<file path="config.mk">
export PLATFORM = sky130hd
export DESIGN_NAME = data_bus_responder_flat
export DESIGN_NICKNAME = d
export VERILOG_FILES = /design/src/rtl/mmio_pkg.sv /design/src/rtl/data_bus_responder_if.sv /design/src/rtl/word_fifo.sv /design/src/rtl/data_bus_responder.sv /design/src/flat_wrapper.sv
export SDC_FILE = /design/constraint.sdc
export NUM_CORES = 2
export LEC_CHECK = 0
export BUFFER_PORTS_ARGS = -buffer_cell sky130_fd_sc_hd__buf_2
export CAP_MARGIN = 5
export CORE_MARGIN = 5
export CORE_UTILIZATION = 55
export DETAILED_ROUTE_END_ITERATION = 10
export PLACE_DENSITY = 0.76
export SLEW_MARGIN = 40
export SYNTH_ARGS = -nofsm -noshare
export SYNTH_HDL_FRONTEND = slang
export SYNTH_SLANG_ARGS = --single-unit
export TNS_END_PERCENT = 100
</file>
<file path="constraint.sdc">
create_clock -name Clk -period 3.2 [get_ports Clk]
set_input_delay 0.64 -clock Clk [delete_from_list [all_inputs] [get_ports Clk]]
set_output_delay 0.64 -clock Clk [all_outputs]
set_load 0.01 [all_outputs]
</file>
<file path="src/rtl/mmio_pkg.sv">
// Shared constants for the data-bus responder: address map, STATUS bit
// positions, default FIFO depth and a word-address compare helper.
package mmio_pkg;

    localparam logic [31:0] RAM_LIMIT   = 32'h0000_0100;
    localparam logic [31:0] ADDR_TXDATA = 32'h0000_0400;
    localparam logic [31:0] ADDR_STATUS = 32'h0000_0404;
    localparam logic [31:0] ADDR_CYCLES = 32'h0000_0408;

    localparam int STAT_COUNT_MSB = 3;
    localparam int STAT_FULL      = 4;
    localparam int STAT_EMPTY     = 5;
    localparam int STAT_OVF       = 6;

    localparam int DEFAULT_FIFO_DEPTH = 4;

    // Byte offset within the word is ignored: all accesses are word accesses.
    function automatic logic is_word(input logic [31:0] a, input logic [31:0] target);
        return a[31:2] == target[31:2];
    endfunction

endpackage

</file>
<file path="src/rtl/data_bus_responder_if.sv">
// Processor data-bus plus TX stream handshake bundle.
interface data_bus_responder_if;
    logic [31:0] Addr;
    logic [31:0] WriteData;
    logic        MemWrite;
    logic [31:0] ReadData;
    logic [31:0] OutData;
    logic        OutValid;
    logic        OutReady;

    modport master (
        output Addr, WriteData, MemWrite, OutReady,
        input  ReadData, OutData, OutValid
    );

    modport slave (
        input  Addr, WriteData, MemWrite, OutReady,
        output ReadData, OutData, OutValid
    );
endinterface

</file>
<file path="src/rtl/word_fifo.sv">
// Small synchronous FIFO with a combinational head word that reads 0 when
// empty. A push on full is accepted only if a pop happens in the same cycle.
module word_fifo #(
    parameter int DEPTH = 4,
    parameter int WIDTH = 32,
    localparam int PW = (DEPTH > 1) ? $clog2(DEPTH) : 1,
    localparam int CW = $clog2(DEPTH) + 1
) (
    input  logic             clk,
    input  logic             rst,
    input  logic             push,
    input  logic [WIDTH-1:0] wdata,
    input  logic             pop,
    output logic             full,
    output logic             empty,
    output logic [CW-1:0]    count,
    output logic [WIDTH-1:0] head
);

    logic [WIDTH-1:0] mem [DEPTH];
    logic [PW-1:0]    wptr;
    logic [PW-1:0]    rptr;
    logic             do_push;
    logic             do_pop;

    assign full    = (count == CW'(DEPTH));
    assign empty   = (count == '0);
    assign do_pop  = pop && !empty;
    assign do_push = push && (!full || do_pop);
    assign head    = empty ? '0 : mem[rptr];

    function automatic logic [PW-1:0] bump(input logic [PW-1:0] p);
        return (p == PW'(DEPTH - 1)) ? '0 : p + 1'b1;
    endfunction

    // Storage is not reset; only the pointers define what is valid.
    always_ff @(posedge clk) begin
        if (do_push) mem[wptr] <= wdata;
    end

    // Pointer and occupancy tracking; reset discards all queued words.
    always_ff @(posedge clk or posedge rst) begin
        if (rst) begin
            wptr  <= '0;
            rptr  <= '0;
            count <= '0;
        end else begin
            if (do_push) wptr <= bump(wptr);
            if (do_pop)  rptr <= bump(rptr);
            case ({do_push, do_pop})
                2'b10:   count <= count + 1'b1;
                2'b01:   count <= count - 1'b1;
                default: count <= count;
            endcase
        end
    end

endmodule

</file>
<file path="src/rtl/data_bus_responder.sv">
// Memory-mapped data-bus responder: word RAM, TX FIFO with STATUS register,
// and a free-running, loadable CYCLES counter. Loads are combinational.
module data_bus_responder
    import mmio_pkg::*;
#(
    parameter int RAM_WORDS  = 64,
    parameter int FIFO_DEPTH = DEFAULT_FIFO_DEPTH
) (
    input  logic                 Clk,
    input  logic                 Reset,
    data_bus_responder_if.slave  bus
);

    localparam int RAM_AW = $clog2(RAM_WORDS);
    localparam int CW     = $clog2(FIFO_DEPTH) + 1;

    logic [31:0]       ram [RAM_WORDS];
    logic [RAM_AW-1:0] ram_idx;
    logic              in_ram;
    logic              sel_tx;
    logic              sel_status;
    logic              sel_cycles;
    logic              tx_push;
    logic              pop;
    logic              full;
    logic              empty;
    logic [CW-1:0]     fifo_count;
    logic              overflow;
    logic [31:0]       cycles;
    logic [31:0]       status;
    logic [31:0]       rdata;

    assign ram_idx    = bus.Addr[RAM_AW+1:2];
    assign in_ram     = (bus.Addr < RAM_LIMIT) && ({2'b00, bus.Addr[31:2]} < 32'(RAM_WORDS));
    assign sel_tx     = is_word(bus.Addr, ADDR_TXDATA);
    assign sel_status = is_word(bus.Addr, ADDR_STATUS);
    assign sel_cycles = is_word(bus.Addr, ADDR_CYCLES);

    assign tx_push      = bus.MemWrite && sel_tx;
    assign pop          = !empty && bus.OutReady;
    assign bus.OutValid = !empty;

    word_fifo #(
        .DEPTH (FIFO_DEPTH),
        .WIDTH (32)
    ) u_fifo (
        .clk   (Clk),
        .rst   (Reset),
        .push  (tx_push),
        .wdata (bus.WriteData),
        .pop   (pop),
        .full  (full),
        .empty (empty),
        .count (fifo_count),
        .head  (bus.OutData)
    );

    // RAM store; contents survive reset.
    always_ff @(posedge Clk) begin
        if (bus.MemWrite && in_ram) ram[ram_idx] <= bus.WriteData;
    end

    // Sticky overflow: set on a dropped push, cleared by writing 1 to its STATUS bit.
    always_ff @(posedge Clk or posedge Reset) begin
        if (Reset) begin
            overflow <= 1'b0;
        end else if (tx_push && full && !pop) begin
            overflow <= 1'b1;
        end else if (bus.MemWrite && sel_status && bus.WriteData[STAT_OVF]) begin
            overflow <= 1'b0;
        end
    end

    // Free-running cycle counter; a write loads it and counting resumes next cycle.
    always_ff @(posedge Clk or posedge Reset) begin
        if (Reset) begin
            cycles <= '0;
        end else if (bus.MemWrite && sel_cycles) begin
            cycles <= bus.WriteData;
        end else begin
            cycles <= cycles + 32'd1;
        end
    end

    // STATUS word assembly.
    always_comb begin
        status                   = '0;
        status[STAT_COUNT_MSB:0] = 4'(fifo_count);
        status[STAT_FULL]        = full;
        status[STAT_EMPTY]       = empty;
        status[STAT_OVF]         = overflow;
    end

    // Zero-latency load mux; TXDATA and unmapped addresses read 0.
    always_comb begin
        rdata = '0;
        if (in_ram)          rdata = ram[ram_idx];
        else if (sel_status) rdata = status;
        else if (sel_cycles) rdata = cycles;
    end

    assign bus.ReadData = rdata;

endmodule

</file>
<file path="src/flat_wrapper.sv">
// flat-port wrapper written by rule: the top's interface ports become plain ports
module data_bus_responder_flat import mmio_pkg::*;
#(
    parameter int RAM_WORDS  = 64,
    parameter int FIFO_DEPTH = DEFAULT_FIFO_DEPTH
)
  (Clk, Reset, bus_Addr, bus_WriteData, bus_MemWrite, bus_OutReady, bus_ReadData, bus_OutData, bus_OutValid);
  data_bus_responder_if bus_i ();
  input  logic Clk;
  input  logic Reset;
  input wire logic [$bits(bus_i.Addr)-1:0] bus_Addr;
  input wire logic [$bits(bus_i.WriteData)-1:0] bus_WriteData;
  input wire logic [$bits(bus_i.MemWrite)-1:0] bus_MemWrite;
  input wire logic [$bits(bus_i.OutReady)-1:0] bus_OutReady;
  output wire logic [$bits(bus_i.ReadData)-1:0] bus_ReadData;
  output wire logic [$bits(bus_i.OutData)-1:0] bus_OutData;
  output wire logic [$bits(bus_i.OutValid)-1:0] bus_OutValid;
  assign bus_i.Addr = bus_Addr;
  assign bus_i.WriteData = bus_WriteData;
  assign bus_i.MemWrite = bus_MemWrite;
  assign bus_i.OutReady = bus_OutReady;
  assign bus_ReadData = bus_i.ReadData;
  assign bus_OutData = bus_i.OutData;
  assign bus_OutValid = bus_i.OutValid;
  data_bus_responder #(.RAM_WORDS(RAM_WORDS), .FIFO_DEPTH(FIFO_DEPTH)) u_core (.Clk(Clk), .Reset(Reset), .bus(bus_i));
endmodule
</file>
-- Word level (Yosys, flattened, before mapping)
Memory sizes are Yosys's and may differ from the RTL's.
Cells that the tools add are included.
W data, S select, Z words.
- flip-flop bits (word level): 40
- RAM bits: 2176
- input port bits: 68
- logic and storage cells: 54
- memories kept: 2
- memory list (memory ; depth ; width ; read ports ; clocked after memory_dff ; wr ports ; line ; RTL):
    u_core.ram ; 64 ; 32 ; 1 ; 0 ; 1 ; data_bus_responder.sv:17 ; logic [31:0] ram [RAM_WORDS];
    u_core.u_fifo.mem ; 4 ; 32 ; 1 ; 0 ; 1 ; word_fifo.sv:20 ; logic [WIDTH-1:0] mem [DEPTH];
- $add $sub $neg: 5
- order comparisons: 2
- eq/ne operators: 8
- mux-type cells: 14
- reductions and logical operators: 18
- operators by type and width (cell ; count):
    $mux W32 ; 5
    $eq A30 B9 Y1 const B ; 3
    $add A32 B1 Y32 const B ; 1
    $lt A32 B9 Y1 const B ; 1
    $lt A30 B7 Y1 const B ; 1
    $logic_and A1 B1 Y1 ; 11
    $eq A2 B2 Y1 const B ; 3
    $mux W1 ; 6
    $pmux W3 S2 ; 1
    $add A2 B1 Y2 const B ; 2
    $mux W2 ; 2
    $reduce_bool A2 Y1 ; 2
    $add A3 B1 Y3 const B ; 1
    $eq A3 B3 Y1 const B ; 1
    $logic_not A1 Y1 ; 3
    $logic_not A3 Y1 ; 1
    $sub A3 B1 Y3 const B ; 1
    $eq A2 B1 Y1 const B ; 1
    $logic_or A1 B1 Y1 ; 1

-- Depth between registers and ports, before layout
- depth in word-level cells: 8
- gate-level depth with buffers: 12
- gate-level depth less buffers: 10

-- By module
From an unflattened synthesis, not the netlist that was laid out.
- cells, all modules: 4723
- area total of the unflattened synthesis: 86450.4 um2
- by module, submodules not included (module ; instances ; cells each ; area each (um2) ; sequential area each (um2)):
    data_bus_responder ; 1 ; 4465 ; 81076.5 ; 62324.8
    word_fifo ; 1 ; 258 ; 5373.9 ; 4018.9

-- Least setup slack after synthesis
Ideal clock, no wire load.
- path type: input -> register
- from: input bus_Addr[5]
- to: memory u_core.ram[11][0] (enable)
- setup time: 461 ps
- arrival time: 3997 ps
- required time: 2739 ps
- path slack: -1258 ps
- cell stages on the path: 5
- buffers on the path: 2
- cell sequence: clkbuf_1 > nor3b_2 > clkbuf_1 > nand3_1 > nor3_1
- cells in the longest elaborated chain, start to end: 5
- elaborated cells on any way between the ends: 6
- classes of those cells: order compare: 2; mux: 2; reduce/logical: 2
- RTL lines (item ; line ; RTL):
    from (decl) ; flat_wrapper.sv:11 ; input wire logic [$bits(bus_i.Addr)-1:0] bus_Addr;
    $lt A32 B9 Y1 or $lt A30 B7 Y1 (tied branches) ; data_bus_responder.sv:34 ; assign in_ram = (bus.Addr < RAM_LIMIT) && ({2'b00, bus.Addr[31:2]} < 32'(RAM_WORDS));
    $logic_and A1 B1 Y1 ; data_bus_responder.sv:34 ;
    $logic_and A1 B1 Y1 ; data_bus_responder.sv:60 ; if (bus.MemWrite && in_ram) ram[ram_idx] <= bus.WriteData;
    $mux W1 ; data_bus_responder.sv:60 ;
    $mux W1 (implied by the code) ; data_bus_responder.sv:60 ;
    to (decl) ; data_bus_responder.sv:17 ;
Parallel ways exist; a longest one is shown, timed or not.

-- Final worst setup path
- from: input bus_Addr[2]
- to: output bus_ReadData[15]
- cells in the longest elaborated chain, start to end: 4
- elaborated cells on any way between the ends: 9
- classes of those cells: order compare: 2; eq/ne: 2; mux: 3; reduce/logical: 1; memory: 1
- RTL lines (item ; line ; RTL):
    parallel branches: the longest is 3 deep, another holds $lt A32 B9 Y1 ; -- ;
    $mux W32 * ; data_bus_responder.sv:97 ; if (in_ram) rdata = ram[ram_idx];
    to (decl) ; flat_wrapper.sv:15 ; output wire logic [$bits(bus_i.ReadData)-1:0] bus_ReadData;
Every way passes the cells marked *.

==> results by group <==
Setup path
  – Crit-path cells: buf_16 > buf_12 > and2b_2 > buf_6 > buf_4 > a221oi_2 > o22ai_2 > a222oi_1 > buf_4 > nand4_1 > buf_4 > a22o_4 > buf_6
  – CP Capture Type: primary output
  – Reg-to-Reg Start: u_core.u_fifo.count[0]
  – CP Class: input port to primary output
  – Crit path DAT: a little over 4 ns
  – R2r endpoint: u_core.u_fifo.count[1]
  – Largest stage delay on the critical path: 0.59 ns
  – Maximum fanout along the worst path: 6
  – Worst r2r path cells: 9
  – CP Launch Type: input port
  – Required @ worst endpoint: 2.56 ns
  – FF-to-FF setup slack: approximately 0.84 ns
  – Cell mode on critical path: buf_4
  – Crit path max-delay cell type: a222oi_1

Yosys
  – Post-synth top area share: 0.757
  – Yosys warns: 0
  – Seq cells post-synth: 2216
  – Top-count cell post-synth: edfxtp_1
  – Main synth FF type: edfxtp_1
  – Average instance area after synthesis: around 19 um2
  – Mapped Nets: approximately 4700
  – Mapped Cells: between 4000 and 5000
  – Ranking of synthesized cells by area: edfxtp_1 76%, mux4_2 5.8%, a221oi_1 2.3%
  – Seq/Total Area, Yosys: 0.769
  – Post-Syn Area: between 80000 and 90000 um2
  – Post-synth EDFFs: between 2000 and 2500
  – Yosys top cell by area: edfxtp_1
  – Post-synthesis cell type count: 80
  – Synth cell count leaders: 2176 x edfxtp_1, 229 x a221oi_1, 224 x mux4_2
  – FFs w/ async S/R, synth: 0.0181

GRT
  – Vias in the first global route: 54126
  – Initial antenna violation count: 9
  – Grt total ovfl: 0
  – Total GRT Usage: 0.374
  – First-pass GRT wire length: 426 mm
  – Largest net degree at the start of global routing: 70

STA
  – Max Clock Freq: 0.212 GHz
  – Worst setup margin: -1.52 ns
  – Worst-Margin Slew: approximately 0.94 ns
  – Fin crit period: approximately 4.7 ns
  – Setup Viol. Count Final: 32
  – Final hold vios: 0
  – Final Cycle Share: 1.47
  – Clock skew: 0.0110 ns
  – Max Slew Vio Count: 0
  – Setup TNS: -30.13 ns
  – RSZ-0062 raised after global routing: true
  – Max_slew headroom: 0.375
  – Worst hold slack: between 0.15 and 0.2 ns

Route
  – Wire length on met1: just under 100 mm
  – Starting DRT DRC Count: around 11000
  – # DRC: 0
  – Routed wire length: about 310 mm
  – Via-to-Cell Ratio: slightly above 7
  – Detailed Routing Iterations Pass 1: 7
  – Vias: 57151
  – Top layer reached by signal wires: met5
  – Met3 Wirelength: ~54 mm
  – Met2 wire len: roughly 130 mm
  – ANT nets after route: 0
  – DR WL/cell: between 30 and 40 um

Die
  – Die width: just over 400 um
  – Total core area: approximately 160000 um2
  – Row count: approximately 150
  – Initial Util: 0.553
  – Height of the die: 406 um
  – Die Area: between 150000 and 200000 um2
  – Top-Level Pins: approximately 130

CTS
  – Worst-Skew Late Latency: 0.85 ns
  – Clk buf depth: 3
  – CTS root buffer: clkbuf_16
  – TritonCTS Sinks: 2216
  – H-tree depth: 4
  – Total CTS buffers: 211
  – Worst-path clk slew: roughly 0.060 ns
  – CTS tree: yes

Hold path
  – HP Start: bus_WriteData[25]
  – Hold EP: u_core.ram[24][25]
  – Cell depth of the worst hold path: 1
  – Hold Path Class: input port to register

Cells and area
  – Fin nets: 5734
  – Layout Cells excl Fill: approximately 7900
  – Share of cells above drive strength 1: 0.380
  – Area delta synth->final: 26.8%

Placement
  – Gpl congestion: roughly 1
  – PortBufs: 130
  – Dpl cells: 7379
  – Detail Placement HPWL: a little under 200 mm

Power and ir drop
  – Leak: about 37 nW
  – Clock share of power: 0.392
  – Worst vdd ir: roughly 0.00051 V
  – Reg power frac: 0.510
  – P_sw: 0.0147 W
  – P per Cell Area: between 500 and 600 nW/um2
  – Combinational power share: 0.098
  – Net Sw Frac: 0.235
  – Overall power: roughly 0.063 W
  – Cell Int Power: approximately 0.048 W

Flow run
  – # Max-Cap Violations: 0

Run status
  – Status: finished, violations left
  – Failing checks: setup timing
==> area by class of cell <==
| class | count | area, um2 |
|---|---|---|
| antenna | 4 | 10.0 |
| clock inverter | 129 | 1180 |
| timing repair buffer | 1157 | 12500 |
| clock buffer | 261 | 5500 |
| fill | 8777 | 46800 |
| sequential | 2216 | 66300 |
| tap | 2058 | 2570 |
| inverter | 10 | 43.8 |
| multi-input combinational | 2063 | 21300 |
==> routing by layer <==
layer / vias to the layer above / track usage
met1: 28219 / 0.483
li1: 21224 / -
met5: - / 0.000892
met2: 6238 / 0.539
met4: 8 / 0.239
met3: 1462 / 0.139
==> logic make-up after synthesis <==
| family | Yosys count | share of synthesized area |
|---|---|---|
| DFF | 2216 | 0.769 |
| AOI/OAI and AO/OA | 907 | 0.0761 |
| muxes | 572 | 0.101 |
| and+or+nand+nor | 545 | 0.0294 |
| buffers and inverters | 312 | 0.0206 |
| xor gates and xnor gates | 32 | 0.00325 |
| adders and majority gates | 7 | 0.00110 |
==> per-stage QoR <==
stage / util / area (um2) / worst slack (ns)
final: 0.700 / 109000 / -1.52
after global routing: 0.700 / 109000 / -1.39
after detailed placement: 0.627 / 97900 / -1.65
after global placement: 0.626 / 97800 / -2.17
after floorplan: - / 86600 / -0.502
after CTS: 0.689 / 108000 / -1.17
==> critical path: cells and delay by family <==
kind | cells | cell delay (ns)
compound gates | 4 | 1.25
buf+inv | 7 | 1.38
simple gates | 2 | 0.75
==> power by group through the flow <==
stage          combinational (W)  sequential [W]  clock [W]
2_1_floorplan            0.00230          0.0325          0
3_3_place_gp             0.00499          0.0326          0
3_5_place_dp             0.00510          0.0326          0
4_1_cts                  0.00568          0.0319     0.0244
5_1_grt                  0.00626          0.0319     0.0258
6_report                 0.00616          0.0319     0.0245
==> sequential cells by signal, indices dropped and copies added, names as in the netlist <==
signal and cells:
u_core.u_fifo.rptr 2, u_core.overflow 1, u_core.u_fifo.mem 128, u_core.ram 2048, u_core.u_fifo.wptr 2, u_core.u_fifo.count 3
u_core.cycles 32
==> what timing repair did <==
item                                    4_1_cts  5_1_grt
pin swaps                                   128      134
cloned                                        6        0
hold buffers                                  1        0
endpoints found under the setup margin       53       32
resized for setup                           428      294
buffers inserted                             97       52
endpoints found under the hold margin        21        0
==> worst max-delay path by stage <==
stage | start | endpoint | slack (ns) | cells past startpoint
3_3_place_gp | bus_Addr[3] | bus_ReadData[15] | -2.17 | 13
2_1_floorplan | bus_Addr[4] | u_core.ram[13][0] | -0.50 | 9
3_5_place_dp | bus_Addr[3] | bus_ReadData[15] | -1.65 | 14
5_1_grt | bus_Addr[3] | bus_ReadData[15] | -1.39 | 14
6_report | bus_Addr[2] | bus_ReadData[15] | -1.52 | 13
4_1_cts | u_core.ram[45][15] | bus_ReadData[15] | -1.17 | 9
==> layout by cell type, fill, tap and decap left out, drive strengths merged, types with 149 or more instances in the layout <==
| master | Yosys | final |
|---|---|---|
| edfxtp | 2176 | 2176 |
| buf | 220 | 1152 |
| clkbuf | 82 | 261 |
| a221oi | 236 | 236 |
| mux4 | 224 | 224 |
| mux2i | 199 | 199 |
| nand2 | 168 | 168 |
| nor2 | 167 | 167 |
| a22oi | 152 | 152 |
| mux2 | 149 | 149 |
Power figures use the tool's default switching activity.
